`src/rtl/usr_access_pkg.sv`:
```
// Shared types and constants for the user-access configuration word controller.
package usr_access_pkg;

    // Capture/arbitration phases of the controller.
    typedef enum logic [1:0] {
        StWait   = 2'd0,
        StSettle = 2'd1,
        StReady  = 2'd2,
        StFault  = 2'd3
    } state_e;

    localparam int unsigned SettleW  = 8;
    localparam int unsigned TimeoutW = 16;

    // Word returned to requesters once the controller has given up on the primitive.
    localparam logic [31:0] FaultData = 32'h0;

    // Saturating increment for the timeout counter; it must never wrap back to zero.
    function automatic logic [TimeoutW-1:0] sat_inc(input logic [TimeoutW-1:0] v);
        return (v == '1) ? v : v + TimeoutW'(1);
    endfunction

endpackage

```
`src/rtl/usr_access_ctrl_if.sv`:
```
// Bundle of primitive-facing, requester-facing and broadcast signals of usr_access_ctrl.
interface usr_access_ctrl_if #(
    parameter int unsigned NUM_REQ = 4
);
    logic [31:0]        usr_data;
    logic               usr_datavalid;
    logic [NUM_REQ-1:0] req;
    logic [NUM_REQ-1:0] rsp_valid;
    logic [31:0]        rsp_data;
    logic               rsp_err;
    logic               word_valid;
    logic [31:0]        word;
    logic               fault;

    // Environment side: drives the primitive outputs and the requests.
    modport master (
        output usr_data, usr_datavalid, req,
        input  rsp_valid, rsp_data, rsp_err, word_valid, word, fault
    );

    // Controller side.
    modport slave (
        input  usr_data, usr_datavalid, req,
        output rsp_valid, rsp_data, rsp_err, word_valid, word, fault
    );
endinterface

```
`src/rtl/usr_access_ctrl_rr_arbiter.sv`:
```
// Round-robin arbiter: one-hot grant searched from the requester after the last grant.
module rr_arbiter #(
    parameter int unsigned N    = 4,
    parameter int unsigned PtrW = (N > 1) ? $clog2(N) : 1
) (
    input  logic [N-1:0]    req,
    input  logic            enable,
    input  logic [PtrW-1:0] ptr,
    output logic [N-1:0]    gnt,
    output logic [PtrW-1:0] ptr_next
);

    logic [PtrW-1:0] idx;
    logic            found;

    // Walk ptr+1 .. ptr+N (mod N); the first active request wins and becomes the new pointer.
    always_comb begin
        gnt      = '0;
        ptr_next = ptr;
        found    = 1'b0;
        idx      = '0;
        for (int unsigned off = 1; off <= N; off++) begin
            idx = PtrW'((32'(ptr) + off) % N);
            if (enable && !found && req[idx]) begin
                gnt[idx] = 1'b1;
                ptr_next = idx;
                found    = 1'b1;
            end
        end
    end

endmodule

```
`src/rtl/usr_access_ctrl.sv`:
```
// Qualifies the configuration primitive's user-access word, latches it once and serves
// it to NUM_REQ requesters through a round-robin arbiter.
module usr_access_ctrl
    import usr_access_pkg::*;
#(
    parameter int unsigned NUM_REQ        = 4,
    parameter int unsigned SETTLE_CYCLES  = 8,
    parameter int unsigned TIMEOUT_CYCLES = 65535
) (
    input logic             clock,
    input logic             reset,
    usr_access_ctrl_if.slave bus
);

    localparam int unsigned PtrW = (NUM_REQ > 1) ? $clog2(NUM_REQ) : 1;

    logic                dv_m;
    logic                dv_s;
    logic [31:0]         d_q;
    logic [31:0]         d_qq;

    state_e              state_q;
    logic [SettleW-1:0]  settle_q;
    logic [TimeoutW-1:0] tmo_q;
    logic [TimeoutW-1:0] tmo_inc;
    logic                tmo_hit;
    logic                settle_done;
    logic [31:0]         word_q;
    logic                word_valid_q;
    logic                fault_q;

    logic                serving;
    logic [NUM_REQ-1:0]  gnt;
    logic [PtrW-1:0]     rr_ptr_q;
    logic [PtrW-1:0]     rr_ptr_d;
    logic [NUM_REQ-1:0]  rsp_valid_q;
    logic [31:0]         rsp_data_q;
    logic                rsp_err_q;

    // Bring the asynchronous valid flag into the clock domain; keep current and previous data.
    always_ff @(posedge clock or posedge reset) begin
        if (reset) begin
            dv_m <= 1'b0;
            dv_s <= 1'b0;
            d_q  <= '0;
            d_qq <= '0;
        end else begin
            dv_m <= bus.usr_datavalid;
            dv_s <= dv_m;
            d_q  <= bus.usr_data;
            d_qq <= d_q;
        end
    end

    // Timeout and settle thresholds for the current cycle.
    always_comb begin
        tmo_inc     = sat_inc(tmo_q);
        tmo_hit     = 32'(tmo_inc) >= TIMEOUT_CYCLES;
        settle_done = (32'(settle_q) + 32'd1) >= SETTLE_CYCLES;
    end

    // Capture FSM: wait for valid, require a run of stable samples, then latch once.
    always_ff @(posedge clock or posedge reset) begin
        if (reset) begin
            state_q      <= StWait;
            settle_q     <= '0;
            tmo_q        <= '0;
            word_q       <= '0;
            word_valid_q <= 1'b0;
            fault_q      <= 1'b0;
        end else begin
            case (state_q)
                StWait: begin
                    tmo_q <= tmo_inc;
                    if (tmo_hit) begin
                        state_q <= StFault;
                        fault_q <= 1'b1;
                    end else if (dv_s) begin
                        state_q  <= StSettle;
                        settle_q <= '0;
                    end
                end
                StSettle: begin
                    // The timeout keeps running across a fallback to StWait.
                    tmo_q <= tmo_inc;
                    if (tmo_hit) begin
                        state_q <= StFault;
                        fault_q <= 1'b1;
                    end else if (!dv_s) begin
                        state_q <= StWait;
                    end else if (d_q != d_qq) begin
                        settle_q <= '0;
                    end else if (settle_done) begin
                        word_q       <= d_q;
                        word_valid_q <= 1'b1;
                        state_q      <= StReady;
                    end else begin
                        settle_q <= settle_q + SettleW'(1);
                    end
                end
                StReady, StFault: begin
                    // Terminal until reset; primitive activity is ignored.
                end
                default: state_q <= StWait;
            endcase
        end
    end

    // Requests raised before the word is resolved simply stay pending here.
    assign serving = (state_q == StReady) || (state_q == StFault);

    rr_arbiter #(
        .N    (NUM_REQ),
        .PtrW (PtrW)
    ) u_arb (
        .req      (bus.req),
        .enable   (serving),
        .ptr      (rr_ptr_q),
        .gnt      (gnt),
        .ptr_next (rr_ptr_d)
    );

    // Register the grant as a one-cycle response and advance the round-robin pointer.
    always_ff @(posedge clock or posedge reset) begin
        if (reset) begin
            rsp_valid_q <= '0;
            rsp_data_q  <= '0;
            rsp_err_q   <= 1'b0;
            rr_ptr_q    <= PtrW'(NUM_REQ - 1);
        end else begin
            rsp_valid_q <= gnt;
            rr_ptr_q    <= rr_ptr_d;
            if (|gnt) begin
                rsp_data_q <= (state_q == StFault) ? FaultData : word_q;
                rsp_err_q  <= (state_q == StFault);
            end else begin
                rsp_data_q <= '0;
                rsp_err_q  <= 1'b0;
            end
        end
    end

    assign bus.rsp_valid  = rsp_valid_q;
    assign bus.rsp_data   = rsp_data_q;
    assign bus.rsp_err    = rsp_err_q;
    assign bus.word_valid = word_valid_q;
    assign bus.word       = word_q;
    assign bus.fault      = fault_q;

endmodule

```
`src/flat_wrapper.sv`:
```
// flat-port wrapper written by rule: the top's interface ports become plain ports
module usr_access_ctrl_flat import usr_access_pkg::*;
#(
    parameter int unsigned NUM_REQ        = 4,
    parameter int unsigned SETTLE_CYCLES  = 8,
    parameter int unsigned TIMEOUT_CYCLES = 65535
)
  (clock, reset, bus_usr_data, bus_usr_datavalid, bus_req, bus_rsp_valid, bus_rsp_data, bus_rsp_err, bus_word_valid, bus_word, bus_fault);
  usr_access_ctrl_if #(.NUM_REQ(NUM_REQ)) bus_i ();
  input logic clock;
  input logic reset;
  input wire logic [$bits(bus_i.usr_data)-1:0] bus_usr_data;
  input wire logic [$bits(bus_i.usr_datavalid)-1:0] bus_usr_datavalid;
  input wire logic [$bits(bus_i.req)-1:0] bus_req;
  output wire logic [$bits(bus_i.rsp_valid)-1:0] bus_rsp_valid;
  output wire logic [$bits(bus_i.rsp_data)-1:0] bus_rsp_data;
  output wire logic [$bits(bus_i.rsp_err)-1:0] bus_rsp_err;
  output wire logic [$bits(bus_i.word_valid)-1:0] bus_word_valid;
  output wire logic [$bits(bus_i.word)-1:0] bus_word;
  output wire logic [$bits(bus_i.fault)-1:0] bus_fault;
  assign bus_i.usr_data = bus_usr_data;
  assign bus_i.usr_datavalid = bus_usr_datavalid;
  assign bus_i.req = bus_req;
  assign bus_rsp_valid = bus_i.rsp_valid;
  assign bus_rsp_data = bus_i.rsp_data;
  assign bus_rsp_err = bus_i.rsp_err;
  assign bus_word_valid = bus_i.word_valid;
  assign bus_word = bus_i.word;
  assign bus_fault = bus_i.fault;
  usr_access_ctrl #(.NUM_REQ(NUM_REQ), .SETTLE_CYCLES(SETTLE_CYCLES), .TIMEOUT_CYCLES(TIMEOUT_CYCLES)) u_core (.clock(clock), .reset(reset), .bus(bus_i));
endmodule
```
`config.mk`:
```
export PLATFORM = sky130hd
export DESIGN_NAME = usr_access_ctrl_flat
export DESIGN_NICKNAME = d
export VERILOG_FILES = /design/src/rtl/usr_access_pkg.sv /design/src/rtl/usr_access_ctrl_if.sv /design/src/rtl/usr_access_ctrl_rr_arbiter.sv /design/src/rtl/usr_access_ctrl.sv /design/src/flat_wrapper.sv
export SDC_FILE = /design/constraint.sdc
export NUM_CORES = 1
export LEC_CHECK = 0
export ABC_AREA = 1
export CORE_MARGIN = 2
export CORE_UTILIZATION = 40
export CTS_CLUSTER_DIAMETER = 80
export CTS_CLUSTER_SIZE = 16
export DETAILED_ROUTE_END_ITERATION = 8
export PLACE_DENSITY = 0.64
export SETUP_SLACK_MARGIN = 0.4
export SYNTH_ARGS = -nofsm -noshare
export SYNTH_HDL_FRONTEND = slang
export SYNTH_SLANG_ARGS = --single-unit
```
`constraint.sdc`:
```
create_clock -name clock -period 5.2 [get_ports clock]
set_input_delay 0.52 -clock clock [delete_from_list [all_inputs] [get_ports clock]]
set_output_delay 0.52 -clock clock [all_outputs]
set_load 0.01 [all_outputs]
```
# ---- After elaboration in Yosys (flattened, before gate mapping)
# Index checks and enable logic that the tools add are counted.
dict set report word_totals {
  reg_bits 165
  in_bits 39
  output_inout_bits 71
  elab_cells 118
}
dict set report op_classes {
  add_sub_neg 7
  n_lt_le_gt_ge 10
  eq_ne 13
  muxes 45
  bitwise 5
  reduce_logical 24
}
# operator count
set ops {}
lappend ops {{$mux 32} 2}
lappend ops {{$mux 8} 6}
lappend ops {{$ge 32x4->1 const B} 1}
lappend ops {{$ne 32x32->1} 1}
lappend ops {{$mux 2} 10}
lappend ops {{$add 16x1->16 const B} 1}
lappend ops {{$eq 16x16->1 const B} 1}
lappend ops {{$ge 16x16->1 const B} 1}
lappend ops {{$mux 16} 1}
lappend ops {{$mux 4} 4}
lappend ops {{$pmux 8 s2} 1}
lappend ops {{$lt 2x3->1 const B} 4}
lappend ops {{$mux 1} 12}
lappend ops {{$or 4x4->4} 3}
lappend ops {{$logic_and 1x1->1} 11}
lappend ops {{$add 8x1->9 const B} 1}
lappend ops {{$add 8x1->8 const B} 1}
lappend ops {{$bmux 1 s2} 4}
lappend ops {{$demux 1 s2} 4}
lappend ops {{$ge 2x1->1 const B} 4}
lappend ops {{$ne 4x4->1 const B} 2}
lappend ops {{$reduce_and 6->1} 1}
lappend ops {{$reduce_and 5->1} 1}
lappend ops {{$add 2x1->2 const B} 2}
lappend ops {{other kinds (18)} 25}

# ---- Logic depth before layout (Yosys ltp)
# Gate-level depths: netlist (run 1).
dict set report depth {
  word_depth 19
  depth_mapped 15
  ltp_nobuf 14
}

# ---- Modules after synthesis
# Synthesis (run 1) repeated with hierarchy kept, for this count alone.
dict set report hier_totals {
  cells_unflattened 789
  area_unflattened_um2 7224.4
}
# module instances cells_each area_each_um2 seq_area_each_um2
set modules_own_cells {}
lappend modules_own_cells {usr_access_ctrl 1 710 6729.0 4131.5}
lappend modules_own_cells {rr_arbiter 1 79 495.5 0.0}

# ---- Least setup slack after synthesis (run 1)
# No wires, ideal clock.
dict set report synth_timing {
  kind {register to register}
  from {register u_core.rr_ptr_q[0]}
  to {register u_core.rsp_data_q[10], in the netlist u_core.bus.rsp_data[10]}
  setup_time_ns 0.126
  t_arrival_ns 2.040
  required_ns 5.074
  setup_slack_ns 3.034
  path_stages_with_launch 13
  n_path_buf 1
  period_less_slack_ns 2.166
  cell_sequence {dfstp_2 -> inv_2 -> ha_1 -> inv_1 -> nand2_1 -> nand2_1 -> nand2_1 -> inv_2 -> nand2_1 -> nand4_1 -> nor2_1 -> buf_2 -> a21oi_1}
}
dict set report synth_via {
  elab_chain_cells 19
  elab_cells_between_ends 54
  cone_classes {4 x add/sub; 8 x order compare; 24 x mux; 3 x bitwise; 15 x reduce/logical}
}
# item line
set synth_lines {}
lappend synth_lines {{start: declaration} usr_access_ctrl.sv:34} ;# logic [PtrW-1:0] rr_ptr_q;
lappend synth_lines {{start signal: assignment} usr_access_ctrl.sv:129} ;# rr_ptr_q <= PtrW'(NUM_REQ - 1);
lappend synth_lines {{start signal: assignment} usr_access_ctrl.sv:132} ;# rr_ptr_q <= rr_ptr_d;
lappend synth_lines {{parallel branches: the longest is 16 deep, another holds $lt 2x3->1} n/a}
lappend synth_lines {{$mux 4 (*)} usr_access_ctrl_rr_arbiter.sv:24} ;# if (enable && !found && req[idx]) begin
lappend synth_lines {{net u_core.gnt[2]} usr_access_ctrl.sv:33} ;# logic [NUM_REQ-1:0] gnt;
lappend synth_lines {{$reduce_or 4->1 (*)} usr_access_ctrl.sv:133} ;# if (|gnt) begin
lappend synth_lines {{$mux 32 (*)} usr_access_ctrl.sv:133}
lappend synth_lines {{end signal: assignment} usr_access_ctrl.sv:134} ;# rsp_data_q <= (state_q == StFault) ? FaultData : word_q;
lappend synth_lines {{end: declaration} usr_access_ctrl.sv:37} ;# logic [31:0] rsp_data_q;
# Mark *: on every way through the listed nets, which the timed path passes. The select of a mux whose other input is x is not followed.
# A chain may end at the register's enable or synchronous reset.

# ---- Worst setup path after layout (run 1)
dict set report layout_timing {
  from {register u_core.state_q[1]}
  to {register u_core.rsp_data_q[16], in the netlist u_core.bus.rsp_data[16]}
}
dict set report layout_via {
  elab_chain_cells 18
  elab_cells_between_ends 26
  cone_classes {2 x eq/ne; 9 x mux; 3 x bitwise; 12 x reduce/logical}
}
# item line
set layout_lines {}
lappend layout_lines {{start: declaration} usr_access_ctrl.sv:22} ;# state_e state_q;
lappend layout_lines {{start signal: assignment} usr_access_ctrl.sv:65} ;# state_q <= StWait;
lappend layout_lines {{start signal: assignment} usr_access_ctrl.sv:76} ;# state_q <= StFault;
lappend layout_lines {{start signal: assignment} usr_access_ctrl.sv:79} ;# state_q <= StSettle;
lappend layout_lines {{$eq 2x2->1} usr_access_ctrl.sv:110} ;# assign serving = (state_q == StReady) || (state_q == StFault);
lappend layout_lines {{$logic_or 1x1->1 (*)} usr_access_ctrl.sv:110}
lappend layout_lines {{$logic_and 1x1->1} usr_access_ctrl_rr_arbiter.sv:24}
lappend layout_lines {{$mux 1} usr_access_ctrl_rr_arbiter.sv:24}
lappend layout_lines {{$logic_not 1->1} usr_access_ctrl_rr_arbiter.sv:24}
lappend layout_lines {{$logic_and 1x1->1 (2 in series)} usr_access_ctrl_rr_arbiter.sv:24}
lappend layout_lines {{$mux 1} usr_access_ctrl_rr_arbiter.sv:24}
lappend layout_lines {{$logic_not 1->1} usr_access_ctrl_rr_arbiter.sv:24}
lappend layout_lines {{$logic_and 1x1->1 (2 in series)} usr_access_ctrl_rr_arbiter.sv:24}
lappend layout_lines {{$mux 1} usr_access_ctrl_rr_arbiter.sv:24}
lappend layout_lines {{$logic_not 1->1} usr_access_ctrl_rr_arbiter.sv:24}
lappend layout_lines {{$logic_and 1x1->1 (2 in series)} usr_access_ctrl_rr_arbiter.sv:24}
lappend layout_lines {{$mux 4 (*)} usr_access_ctrl_rr_arbiter.sv:24}
lappend layout_lines {{net u_core.gnt[3]} usr_access_ctrl.sv:33}
lappend layout_lines {{$reduce_or 4->1 (*)} usr_access_ctrl.sv:133}
lappend layout_lines {{$mux 32 (*)} usr_access_ctrl.sv:133}
# The timed path passes the listed nets; every way through them passes the cells marked *.

==> impl_metrics.tcl, run 1 <==
set metrics [dict create \
    status "finished, final reports clean" \
    syn_nets 843 \
    hp-class "flop to flop" \
    netlist_instances 795 \
    power.share.combinational_pct 4.4 \
    cp-start-kind "flop" \
    numCtsBuffers 17 \
    sequentialPowerShare_pct 49.8 \
    min_period_ps 2720 \
    p_leak_uw 0.00430 \
    drive_above_1_share_pct 5.77 \
    syn_to_final_growth_pct 26.7 \
    avgSynthCellArea_um2 8.77 \
    groute.usage.overall_pct 17.2 \
    rsz0062_at_grt "no" \
    ys_warn_count 0 \
    max_freq_mhz 368 \
    tns_ps 0 \
    arrival_ps 3060 \
    synth_area_mm2 0.00697 \
    p_int_uw 2060 \
    clock_latency_ps 430 \
    setup-violations-final 0 \
    worstMarginPinSlew_ps 947 \
    die-area_mm2 0.0185 \
    cts.sink_count 165 \
    cts_tree "done" \
    antenna_found_initial 0 \
    final_max_slew_viol_count 0 \
    cts_htree_levels 4 \
    ys_seq_area_share_pct 59.3 \
    setup_ws_ps 2480 \
    grt_pass1_wl_mm 24.8 \
    worstSetupPathType "flop to flop" \
    grt_max_degree 166 \
    synth_cell_types 29 \
    antenna_cells 0 \
    cts_buffer_depth 2 \
    overflow 0 \
    cpPeakStageDelay_ps 790 \
    coreArea_mm2 0.0172 \
    routed_wl_mm 14.7 \
    path_buf_inv 3 \
    p_switching_uw 614 \
    place_hpwl_mm 10.0 \
    wl_per_cell_um 12.9 \
    pre_cts_ws_ps 2520 \
    instances_no_fill 1143 \
    p_total_uw 2680 \
    place.gp.congestion 0.828 \
    critPathMaxFanout 35 \
    dp.cells 1112 \
    crit_path_end_kind "flop" \
    swShare_pct 23.0 \
    portBuffers 109 \
    ctsResizeCount 0 \
    slew_headroom_pct 36.9 \
    hold_violations 0 \
    cpMostUsedCell "nand2_1" \
    drt_iter0_drc 398 \
    chipHeight_um 136 \
    finClkSkew_ps 15.8 \
    cp_top_family "buffers and inverters" \
    crit_required_ps 5540 \
    die_x_um 136 \
    path_cells "clkinv_1, nor2_1, nand2_1, inv_2, nand2_1, nand4_1, nor2_2, buf_4, a21oi_1" \
    finalCritPeriodShare_pct 52.3 \
    cts-root-buf "clkbuf_16" \
    drc 0 \
    whs_ps 348 \
    path_clk_slew_ps 70 \
    vias_per_cell 4.61 \
    ios 110 \
    postCtsSetupRepairBufs 0 \
    firstDrtPassIters 7 \
    vias 5266 \
    slowest_stage "clkinv_1" \
    row_count 48 \
    p_per_area_mw_per_mm2 303 \
    synth-seq-cells 165 \
    rrSetupSlack_ps 2480 \
    ant_nets 0 \
    drv_cap 0 \
    peakVddDrop_mv 0.241 \
    layout.nets 954 \
    first_global_vias 4975 \
    ctsHoldBuffers 0 \
    p_clk_share_pct 45.8 \
    start_util_pct 40.6 \
]
final cells by class:
type / instances / area [um2]
flip-flops and latches: 165 / 4130
repair buffers: 113 / 1130
fillers: 1600 / 8340
well taps: 225 / 282
clock buffers: 21 / 460
inverters: 103 / 390
multi-input cells: 506 / 2320
clock inverters: 10 / 113
registers in the layout, indices dropped and copies added (netlist names):
signal and cells:
u_core.settle_q 8, u_core.bus.rsp_err 1, u_core.state_q 2, u_core.bus.word_valid 1
u_core.rr_ptr_q 2, u_core.dv_s 1, u_core.bus.rsp_data 32, u_core.tmo_q 16
u_core.bus.fault 1, u_core.d_qq 32, u_core.bus.word 32, u_core.d_q 32
u_core.bus.rsp_valid 4, u_core.dv_m 1
through the flow:
step | util, % | instance area (um2)
floorplan | - | 6970
global placement | 48.1 | 8260
detailed placement | 48.1 | 8260
CTS | 51.4 | 8830
global route | 51.4 | 8830
finish | 51.4 | 8830
cells in the final DEF (no fill, tap or decap), types with 3 or more instances in the layout:
cell	n
inv_1	97
a21oi_1	37
nand4_1	15
nand2_1	269
a31oi_1	10
clkdlybuf4s50_1	109
inv_6	4
nor2_1	57
dfrtp_1	163
o21ai_1	33
o21ai_0	18
nor2_2	6
xor2_1	8
nand3_1	28
ha_1	9
inv_2	4
buf_4	3
clkbuf_16	17
xnor2_1	4
worst reg2reg max path, cell delays in order (launching register included):
cell and delay (ps):
dfrtp_1 570, clkinv_1 790, nor2_1 310, nand2_1 170, inv_2 110, nand2_1 50, nand4_1 130, nor2_2 50
buf_4 240, a21oi_1 220
power by group through the flow:
stage / sequential (uW) / clock [uW] / combinational [uW]
detailed placement: 1360 / 0 / 120
CTS: 1330 / 1250 / 121
global route: 1340 / 1320 / 137
finish: 1330 / 1220 / 117
floorplan: 1350 / 0 / 72.2
global placement: 1360 / 0 / 118
routing by layer:
metal	up-vias	GRT usage [%]	wire [um]
met3	16	4.88	730
met5	-	0	0
met1	2468	23.3	6830
li1	2702	-	-
met2	80	26.4	6900
met4	0	6.08	240
cell families (layout without fill, tap and decap cells):
logic type               after synthesis  count (layout)  share of synthesized area [%]
AND/OR/NAND/NOR                      385             385                           22.7
flip-flops                           165             165                           59.3
buffers and inverters                124             247                           7.45
AO/OA/AOI/OAI                        100             100                           7.43
XOR/XNOR                              12              12                           1.51
adder cells (fa/ha/maj)                9               9                           1.62
final timing paths:
kind | start | endpoint | depth (start not counted)
min reg2reg | u_core.dv_m$_DFF_PP0_ | u_core.dv_s$_DFF_PP0_ | 0
max in group asynchronous | reset | u_core.tmo_q[15]$_DFFE_PP0N_ | 3
max | u_core.state_q[1]$_DFFE_PP0P_ | u_core.bus.rsp_data[16]$_DFF_PP0_ | 9
min | u_core.dv_m$_DFF_PP0_ | u_core.dv_s$_DFF_PP0_ | 0
min in group asynchronous | reset | u_core.bus.rsp_valid[1]$_DFF_PP0_ | 3
max reg2reg | u_core.state_q[1]$_DFFE_PP0P_ | u_core.bus.rsp_data[16]$_DFF_PP0_ | 9
cell usage after synthesis:
| cell type | count | area, um2 |
|---|---|---|
| nor3_1 | 2 | 10.0 |
| nand2_1 | 269 | 1010 |
| nand3b_1 | 1 | 7.51 |
| clkbuf_1 | 7 | 26.3 |
| buf_6 | 5 | 56.3 |
| nor2_2 | 4 | 25.0 |
| inv_2 | 4 | 15.0 |
| buf_4 | 2 | 15.0 |
| inv_1 | 98 | 368 |
| o211ai_1 | 2 | 15.0 |
| xnor2_1 | 4 | 35.0 |
| a21oi_1 | 37 | 185 |
| nor2_4 | 2 | 22.5 |
| ha_1 | 9 | 113 |
| o21ai_1 | 33 | 165 |
| nand4_1 | 15 | 93.8 |
| xor2_1 | 8 | 70.1 |
| nand2_8 | 1 | 20.0 |
| o21ai_0 | 18 | 90.1 |
| nand2_4 | 1 | 11.3 |
| nand3_2 | 1 | 10.0 |
| buf_2 | 7 | 35.0 |
| nand3_1 | 28 | 140 |
| nand2_2 | 2 | 12.5 |
| dfrtp_1 | 163 | 4080 |
| clkinv_1 | 1 | 3.75 |
| nor2_1 | 59 | 221 |
| a31oi_1 | 10 | 62.6 |
| dfstp_2 | 2 | 52.6 |
(Power assumes the default switching activity.)
==> run 2: changes to the inputs <==
PLACE_DENSITY = 0.61   (was 0.64)
clock period = 2.7 ns   (was 5.2 ns; I/O delays follow)
==> run 2 against run 1 <==
Net effect: first-iteration DRC count shrank 24%; combinational power grew 110%; final area grew 8.6%; die area is the same; via count grew 7.0%; register-to-register slack lost 2000 ps; clock power grew 100%; global-route usage grew 1.6 points; clock skew shrank 4.5 ps; final cell count grew 3.2%; fmax grew 20%; critical path type unchanged; largest power group unchanged.
==> impl_metrics.tcl, run 2 (synthesized netlist as in run 1, its figures left out) <==
set metrics [dict create \
    placed_area_mm2 0.00833 \
    vias 5633 \
    multi_input_area_mm2 0.00267 \
    numCtsBuffers 17 \
    max_freq_mhz 442 \
    final_util_pct 55.9 \
    antenna_cells 0 \
    clock_latency_ps 420 \
    final_max_slew_viol_count 0 \
    critPathMaxFanout 8 \
    crit_required_ps 3010 \
    worstSetupPathType "flop to flop" \
    row_count 48 \
    start_util_pct 40.6 \
    place_hpwl_mm 10.4 \
    first_global_vias 5305 \
    p_per_area_mw_per_mm2 548 \
    layout_commonest_cell "nand2_1" \
    vias_per_cell 4.77 \
    cts.sink_count 165 \
    status "finished, final reports clean" \
    syn_to_final_growth_pct 37.6 \
    tns_ps 0 \
    drc 0 \
    coreArea_mm2 0.0172 \
    hp-class "input port to asynchronous set/reset pin" \
    drt_iter0_drc 303 \
    grt_max_degree 76 \
    finalCritPeriodShare_pct 83.8 \
    cts_htree_levels 4 \
    grt_pass1_wl_mm 26.8 \
    postLayoutCellArea_mm2 0.00959 \
    overflow 0 \
    routed_wl_mm 17.9 \
    mostFrequentLayoutCells "nand2_1, dfrtp_1, clkdlybuf4s50_1" \
    worstMarginPinSlew_ps 536 \
    antenna_found_initial 0 \
    hold_violations 0 \
    setup-violations-final 0 \
    r2r_start "u_core.rr_ptr_q[0]$_DFFE_PP1P_" \
    place.gp.congestion 0.814 \
    ios 110 \
    finClkSkew_ps 11.3 \
    cts_buffer_depth 2 \
    crit_start "u_core.rr_ptr_q[0]$_DFFE_PP1P_" \
    drv_cap 0 \
    cp-start-kind "flop" \
    crit_path_end_kind "flop" \
    fillers 1522 \
    p_leak_uw 0.00457 \
    cts-root-buf "clkbuf_16" \
    wl_per_cell_um 15.1 \
    portBuffers 109 \
    rrSetupSlack_ps 440 \
    seq_area_mm2 0.00414 \
    die-area_mm2 0.0185 \
    drive_above_1_share_pct 14.0 \
    firstDrtPassIters 5 \
    slew_headroom_pct 64.3 \
    peakVddDrop_mv 0.385 \
    min_period_ps 2260 \
    arrival_ps 2570 \
    chipHeight_um 136 \
    layout.nets 991 \
    path_clk_slew_ps 70 \
    rsz0062_at_grt "yes" \
    cts_tree "done" \
    groute.usage.overall_pct 18.8 \
    die_x_um 136 \
    ant_nets 0 \
]
[run 2: changes by cell type in the layout (fill, tap and decap cells not counted), moves of 5 or more]
cell / delta
a21oi_1: -10
a21oi_2: +10
buf_4: +15
buf_6: +5
nand2_1: -8
nand2_2: +7
nand2_8: +5
nand3_1: -5
nor2_4: +7
[run 2: power by group]
| part | switching (uW) | internal (uW) |
|---|---|---|
| Clock | 1030 | 1420 |
| Combinational | 137 | 103 |
| Sequential | 39.2 | 2530 |
| Total | 1210 | 4050 |
[run 2: critical path: stages, from the launching register on]
cell and delay [ps]:
dfstp_2 570, clkinv_4 80, ha_4 290, inv_6 40, nand2_4 50, nand2_4 60, nand3_4 80, nor2_4 60
buf_6 120, nand2_2 40, nand4_1 150, nor2_4 280, clkbuf_16 240, a21oi_1 70
[run 2: layout make-up]
class                           count  share of cell area (%)
Tap cell                          225                    2.93
Clock inverter                     13                    1.71
Inverter                          103                    4.23
Multi-Input combinational cell    514                    27.8
Sequential cell                   165                    43.1
Timing Repair Buffer              142                    15.6
Clock buffer                       18                    4.58
[run 2: layer usage]
metal / part of all wire (%) / track usage, %
met1: 46 / 25.7
met2: 48 / 30.0
met3: 4.9 / 5.15
met4: 1.8 / 4.22
met5: 0 / 0
[run 2: what timing repair did]
item / 4_1_cts / 5_1_grt
hold buffers: 0 / 0
endpoints found under the setup margin: 70 / 77
pin swaps: 8 / 30
setup buffers: 6 / 14
resized for setup: 19 / 57
gates cloned: 6 / 7
[run 2: path summary, 6_finish.rpt]
check | end | cells past startpoint
max in group asynchronous | u_core.d_qq[21]$_DFF_PP0_ | 3
worst max-delay path | u_core.bus.rsp_data[29]$_DFF_PP0_ | 13
worst min-delay path | u_core.bus.rsp_data[18]$_DFF_PP0_ | 2
worst max register to register | u_core.bus.rsp_data[29]$_DFF_PP0_ | 13
worst min register to register | u_core.dv_s$_DFF_PP0_ | 0
min in group clock | u_core.d_q[23]$_DFF_PP0_ | 1
[run 2: through the flow]
stage	hold slack, ps	power (uW)	setup slack, ps	cells
5_1_grt	233	5480	327	1180
6_report	219	5260	438	1180
2_1_floorplan	301	2740	333	795
4_1_cts	217	5310	397	1159
3_5_place_dp	352	2850	308	1116
3_3_place_gp	335	2850	355	1116
